[src/rtl/spi_frame_if.sv]
// Serial frame link bundle: pins driven by the transmitter, decoded frame fields returned by the receiver.
interface spi_frame_if;
    logic        sck;
    logic        mosi;
    logic        cs_n;
    logic        frame_valid;
    logic        frame_err;
    logic [3:0]  command;
    logic [3:0]  addr;
    logic [11:0] sample;
    logic        busy;
    logic        state_dbg;

    // Strobes are one-cycle pulses with no back-pressure: frame_valid or frame_err
    // fires once per cs_n window and the fields stay stable until the next good frame.
    modport master (
        output sck, mosi, cs_n,
        input  frame_valid, frame_err, command, addr, sample, busy, state_dbg
    );

    modport slave (
        input  sck, mosi, cs_n,
        output frame_valid, frame_err, command, addr, sample, busy, state_dbg
    );
endinterface

[src/rtl/spi_frame_receiver.sv]
// Oversampling receiver for the 32-bit serial DAC frame: sync, deserialize, decode fields.
// Optional padding check enabled by defining SPI_FRAME_CHECK_EN.
module spi_frame_receiver #(
    parameter bit LSB_FIRST   = 1'b1,
    parameter int FRAME_BITS  = 32,
    parameter int SYNC_STAGES = 2
) (
    input logic        clk,
    input logic        rst,
    spi_frame_if.slave bus
);
    localparam int CW = $clog2(FRAME_BITS + 1);
    localparam logic [0:0] IDLE  = 1'b0;
    localparam logic [0:0] SHIFT = 1'b1;

    logic [SYNC_STAGES-1:0] sck_sync;
    logic [SYNC_STAGES-1:0] mosi_sync;
    logic [SYNC_STAGES-1:0] cs_sync;
    logic                   sck_prev;
    logic                   cs_prev;

    always_ff @(posedge clk) begin
        if (!rst) begin
            sck_sync  <= '0;
            mosi_sync <= '0;
            cs_sync   <= '1;
            sck_prev  <= 1'b0;
            cs_prev   <= 1'b1;
        end else begin
            sck_sync  <= {sck_sync[SYNC_STAGES-2:0], bus.sck};
            mosi_sync <= {mosi_sync[SYNC_STAGES-2:0], bus.mosi};
            cs_sync   <= {cs_sync[SYNC_STAGES-2:0], bus.cs_n};
            sck_prev  <= sck_sync[SYNC_STAGES-1];
            cs_prev   <= cs_sync[SYNC_STAGES-1];
        end
    end

    logic sck_s, mosi_s, cs_s;
    logic sck_rise, cs_rise, cs_fall;
    assign sck_s    = sck_sync[SYNC_STAGES-1];
    assign mosi_s   = mosi_sync[SYNC_STAGES-1];
    assign cs_s     = cs_sync[SYNC_STAGES-1];
    assign sck_rise = sck_s & ~sck_prev;
    assign cs_rise  = cs_s & ~cs_prev;
    assign cs_fall  = ~cs_s & cs_prev;

    logic [0:0]            state;
    logic [FRAME_BITS-1:0] shreg;
    logic [CW-1:0]         count;
    logic                  overrun;
    logic                  frame_valid_r;
    logic                  frame_err_r;
    logic [3:0]            command_r;
    logic [3:0]            addr_r;
    logic [11:0]           sample_r;
    logic                  pad_ok;
    logic                  frame_ok;

`ifdef SPI_FRAME_CHECK_EN
    assign pad_ok = (shreg[31:24] == 8'hFF) && (shreg[3:0] == 4'h0);
`else
    logic unused_pad;
    assign pad_ok     = 1'b1;
    assign unused_pad = ^{shreg[31:24], shreg[3:0]};
`endif

    assign frame_ok = (count == CW'(FRAME_BITS)) && !overrun && pad_ok;

    always_ff @(posedge clk) begin
        if (!rst) begin
            state         <= IDLE;
            shreg         <= '0;
            count         <= '0;
            overrun       <= 1'b0;
            frame_valid_r <= 1'b0;
            frame_err_r   <= 1'b0;
            command_r     <= '0;
            addr_r        <= '0;
            sample_r      <= '0;
        end else begin
            frame_valid_r <= 1'b0;
            frame_err_r   <= 1'b0;
            case (state)
                IDLE: begin
                    if (cs_fall) begin
                        state   <= SHIFT;
                        shreg   <= '0;
                        count   <= '0;
                        overrun <= 1'b0;
                    end
                end
                SHIFT: begin
                    // cs_n rise takes priority; a coincident sck rise is dropped.
                    if (cs_rise) begin
                        state <= IDLE;
                        if (frame_ok) begin
                            command_r     <= shreg[23:20];
                            addr_r        <= shreg[19:16];
                            sample_r      <= shreg[15:4];
                            frame_valid_r <= 1'b1;
                        end else begin
                            frame_err_r <= 1'b1;
                        end
                    end else if (sck_rise) begin
                        if (count < CW'(FRAME_BITS)) begin
                            if (LSB_FIRST)
                                shreg <= {mosi_s, shreg[FRAME_BITS-1:1]};
                            else
                                shreg <= {shreg[FRAME_BITS-2:0], mosi_s};
                            count <= count + CW'(1);
                        end else begin
                            overrun <= 1'b1;
                        end
                    end
                end
                default: state <= IDLE;
            endcase
        end
    end

    assign bus.frame_valid = frame_valid_r;
    assign bus.frame_err   = frame_err_r;
    assign bus.command     = command_r;
    assign bus.addr        = addr_r;
    assign bus.sample      = sample_r;
    assign bus.busy        = (state == SHIFT);
    assign bus.state_dbg   = state;
endmodule

[src/flat_wrapper.sv]
// flat-port wrapper written by rule: the top's interface ports become plain ports
module spi_frame_receiver_flat 
#(
    parameter bit LSB_FIRST   = 1'b1,
    parameter int FRAME_BITS  = 32,
    parameter int SYNC_STAGES = 2
)
  (clk, rst, bus_sck, bus_mosi, bus_cs_n, bus_frame_valid, bus_frame_err, bus_command, bus_addr, bus_sample, bus_busy, bus_state_dbg);
  spi_frame_if bus_i ();
  input logic clk;
  input logic rst;
  input wire logic [$bits(bus_i.sck)-1:0] bus_sck;
  input wire logic [$bits(bus_i.mosi)-1:0] bus_mosi;
  input wire logic [$bits(bus_i.cs_n)-1:0] bus_cs_n;
  output wire logic [$bits(bus_i.frame_valid)-1:0] bus_frame_valid;
  output wire logic [$bits(bus_i.frame_err)-1:0] bus_frame_err;
  output wire logic [$bits(bus_i.command)-1:0] bus_command;
  output wire logic [$bits(bus_i.addr)-1:0] bus_addr;
  output wire logic [$bits(bus_i.sample)-1:0] bus_sample;
  output wire logic [$bits(bus_i.busy)-1:0] bus_busy;
  output wire logic [$bits(bus_i.state_dbg)-1:0] bus_state_dbg;
  assign bus_i.sck = bus_sck;
  assign bus_i.mosi = bus_mosi;
  assign bus_i.cs_n = bus_cs_n;
  assign bus_frame_valid = bus_i.frame_valid;
  assign bus_frame_err = bus_i.frame_err;
  assign bus_command = bus_i.command;
  assign bus_addr = bus_i.addr;
  assign bus_sample = bus_i.sample;
  assign bus_busy = bus_i.busy;
  assign bus_state_dbg = bus_i.state_dbg;
  spi_frame_receiver #(.LSB_FIRST(LSB_FIRST), .FRAME_BITS(FRAME_BITS), .SYNC_STAGES(SYNC_STAGES)) u_core (.clk(clk), .rst(rst), .bus(bus_i));
endmodule
[config.mk]
export PLATFORM = sky130hd
export DESIGN_NAME = spi_frame_receiver_flat
export DESIGN_NICKNAME = d
export VERILOG_FILES = /design/src/rtl/spi_frame_if.sv /design/src/rtl/spi_frame_receiver.sv /design/src/flat_wrapper.sv
export SDC_FILE = /design/constraint.sdc
export NUM_CORES = 1
export LEC_CHECK = 0
export BUFFER_PORTS_ARGS = -buffer_cell sky130_fd_sc_hd__buf_4
export CAP_MARGIN = 20
export CORE_ASPECT_RATIO = 0.5
export CORE_UTILIZATION = 25
export DETAILED_ROUTE_END_ITERATION = 16
export PLACE_DENSITY_LB_ADDON = 0.05
export SLEW_MARGIN = 20
export SYNTH_ARGS = -nofsm -noshare
export SYNTH_HDL_FRONTEND = slang
export SYNTH_SLANG_ARGS = --single-unit
[constraint.sdc]
create_clock -name clk -period 1.7 [get_ports clk]
set_input_delay 0.255 -clock clk [delete_from_list [all_inputs] [get_ports clk]]
set_output_delay 0.255 -clock clk [all_outputs]
set_load 0.02 [all_outputs]
==> impl_metrics.env <==
export IMPL_crit_path_end_kind="flop"
export IMPL_cts_resized=0
export IMPL_clock_sink_count=66
export IMPL_drt_first_pass_iters=4
export IMPL_hold_path_startpoint="bus_cs_n"
export IMPL_finalMaxSlewViolations=0
export IMPL_drive_above_1_share=0.179
export IMPL_initial_utilization=0.258
export IMPL_setup_total_negative_slack_ps=0
export IMPL_peak_fanout_along_the_critical_path=15
export IMPL_die_width_um=147
export IMPL_placeableCoreArea_um2=10200
export IMPL_detail_route_drc_violations=0
export IMPL_critical_path_reg2reg_endpoint="u_core.shreg[14]$_SDFFE_PN0P_"
export IMPL_rsz0062_at_grt="no"
export IMPL_grtUsageTotal=0.108
export IMPL_synth_net_count=276
export IMPL_timing_critical_path_max_delay_family="compound AO/OA/AOI/OAI gates"
export IMPL_clock_root_buffer_master="clkbuf_16"
export IMPL_htreeDepth=3
export IMPL_yosysSeqAreaShare=0.501
export IMPL_die_height_um=74.6
export IMPL_clock_tree_buffer_depth=2
export IMPL_route_vias_total=1900
export IMPL_p_per_area_nw_per_um2=1070
export IMPL_hold_path_depth=2
export IMPL_worst_ep_arrival_time_ps=1740
export IMPL_p_leak_nw=1.50
export IMPL_routed_via_density=4.31
export IMPL_max_slew_margin_rel=0.731
export IMPL_diodes=0
export IMPL_cp_cell_sequence="inv_1 -> o41a_4 -> buf_4 -> mux2i_1"
export IMPL_fin_crit_ps=1530
export IMPL_grt_start_max_net_pins=39
export IMPL_reg2reg_slack_ps=170
export IMPL_path_category_of_the_worst_min_delay_check="in -> reg"
export IMPL_post_cts_buffers=0
export IMPL_post_route_worst_setup_slack_ps=166
export IMPL_grt_antenna_before_repair=0
export IMPL_final_cell_mix="dfxtp_1 (66), nand2_1 (53), mux2i_1 (52)"
export IMPL_irDropWorstVdd_v=0.000442
export IMPL_hold_end="u_core.cs_sync[0]$_SDFF_PN1_"
export IMPL_netlist_top_cells_area="dfxtp_1 (50%), mux2i_1 (20%), nand2_1 (7.5%)"
export IMPL_layout_commonest_cell="dfxtp_1"
export IMPL_ys_warnings_count=0
export IMPL_worstReg2RegStart="u_core.bus.busy$_SDFF_PN0_"
export IMPL_tritoncts_clock_tree="built"
export IMPL_dp_hpwl_um=3390
export IMPL_hold_buffers=0
export IMPL_worst_skew_pair_late_latency_ps=330
export IMPL_cts_buffers=9
export IMPL_worst_clock_skew_ps=6.25
export IMPL_criticalPathCategory="reg -> reg"
export IMPL_flops_latches_synth=66
export IMPL_reg2reg_depth=4
export IMPL_nets=303
export IMPL_max_capacitance_violation_count=0
export IMPL_syn_area_per_cell_um2=9.80
export IMPL_status="complete, no violations"
export IMPL_critical_path_required_ps=1910
export IMPL_grt_pass1_vias=1799
export IMPL_fp_row_count=26
export IMPL_portBuffers=28
export IMPL_hold_violation_total_from_the_final_report=0
export IMPL_die_area_um2=11000
export IMPL_top_level_i_o_count=29
export IMPL_synth_area_um2=2640
export IMPL_wire_length_after_detailed_routing_um=5290
export IMPL_critical_path_startpoint_type="flop"
export IMPL_critical_path_buf_inv_count=2
export IMPL_drt_wirelength_per_cell_um=12.0
export IMPL_synth_top_cell_area_share=0.501
export IMPL_routabilityCongestion=0.725
export IMPL_detail_route_iter0_violations=76
export IMPL_synth_top_cell_by_area="dfxtp_1"
export IMPL_finalSetupViolations=0
export IMPL_grt_pass1_wl_um=8820
export IMPL_worst_setup_hold_path_clk_slew_ps=50
export IMPL_antenna_violating_nets_post_route=0
export IMPL_achievable_frequency_ghz=0.652
export IMPL_synthesis_instances=269
export IMPL_post_synth_num_cell_types=27
export IMPL_part_of_the_cycle_the_worst_path_needs=0.903
export IMPL_gr_overflow_total=0
export IMPL_tightest_slew_ps=400
export IMPL_crit_path_top_delay_cell="o41a_4"
export IMPL_area_delta_synth_final_pct=25.5
export IMPL_place_ws_ps=153
export IMPL_max_stage_delay_ps=500
final cells by class:
type	instances	area (µm²)
fill	1039	6910
sequential	66	1320
multi-input combinational	177	1170
timing repair buffer	39	330
clock buffer	14	264
tap	140	175
clock inverter	2	35.0
inverter	3	11.3
sequential cells by signal (all words and copies together), names as in the netlist:
name                    flops
u_core.cs_sync              2
u_core.bus.busy             1
u_core.bus.command          4
u_core.mosi_sync            2
u_core.sck_sync             2
u_core.count                6
u_core.bus.frame_err        1
u_core.bus.sample          12
u_core.bus.addr             4
u_core.bus.frame_valid      1
u_core.sck_prev             1
u_core.shreg               28
u_core.overrun              1
u_core.cs_prev              1
stage by stage:
stage | instances | hold slack, ps | cell area [µm²] | power (W) | utilization
after CTS | 441 | 92.4 | 3310 | 0.00363 | 0.324
final | 441 | 108 | 3310 | 0.00355 | 0.324
after global placement | 425 | 396 | 3010 | 0.00174 | 0.295
after global routing | 441 | 120 | 3310 | 0.00371 | 0.324
after floorplan | 269 | 356 | 2640 | 0.00170 | -
after detailed placement | 425 | 394 | 3010 | 0.00174 | 0.295
synthesized netlist by cell type:
library cell,number
nor2b_1,5
nand3_1,35
nor3b_1,1
nand3b_1,2
nor2_1,2
buf_4,1
nor4b_2,1
buf_6,5
mux2i_1,52
and3_1,1
dfxtp_1,66
ha_1,2
a21oi_1,3
or3b_1,1
clkbuf_1,14
nand2_1,53
a41oi_1,1
nand2b_1,5
inv_1,3
nand4bb_1,1
and2_1,5
o31ai_1,2
nor4_1,1
o41a_4,1
nand4_1,2
or4_1,1
buf_2,3
metal layers:
layer | global-route usage | routed length [µm] | up-vias
met2 | 0.173 | 2370 | 30
li1 | - | - | 976
met3 | 0.0466 | 252 | 9
met4 | 0.0550 | 91 | 0
met5 | 0 | 0 | -
met1 | 0.126 | 2570 | 885
kinds of logic (layout without fill, tap and decap cells):
group / after synthesis / count (layout) / synth area share
AO/OA/AOI/OAI: 7 / 7 / 0.0228
AND/OR/NAND/NOR: 116 / 116 / 0.215
flip-flops: 66 / 66 / 0.501
adder cells (fa/ha/maj): 2 / 2 / 0.00950
buffers and inverters: 26 / 58 / 0.0541
multiplexers: 52 / 52 / 0.198
worst max-delay path by stage:
stage | from | to | slack [ps] | cells past startpoint
finish | u_core.bus.busy$_SDFF_PN0_ | u_core.shreg[14]$_SDFFE_PN0P_ | 170 | 4
global route | u_core.bus.busy$_SDFF_PN0_ | u_core.shreg[14]$_SDFFE_PN0P_ | 50 | 4
CTS | u_core.bus.busy$_SDFF_PN0_ | u_core.shreg[14]$_SDFFE_PN0P_ | 140 | 4
detailed placement | u_core.bus.busy$_SDFF_PN0_ | u_core.shreg[8]$_SDFFE_PN0P_ | 150 | 4
global placement | u_core.bus.busy$_SDFF_PN0_ | u_core.shreg[10]$_SDFFE_PN0P_ | 210 | 4
floorplan | u_core.bus.busy$_SDFF_PN0_ | u_core.count[0]$_SDFFE_PN0P_ | 60 | 7
power by group:
part | switching [W] | internal, W | leakage [nW]
logic | 0.0000835 | 0.0000529 | 0.821
registers | 0.00000595 | 0.00156 | 0.533
clock network | 0.000641 | 0.00121 | 0.147
total | 0.000730 | 0.00282 | 1.50
Note: power is estimated with default switching activity, not from simulation.
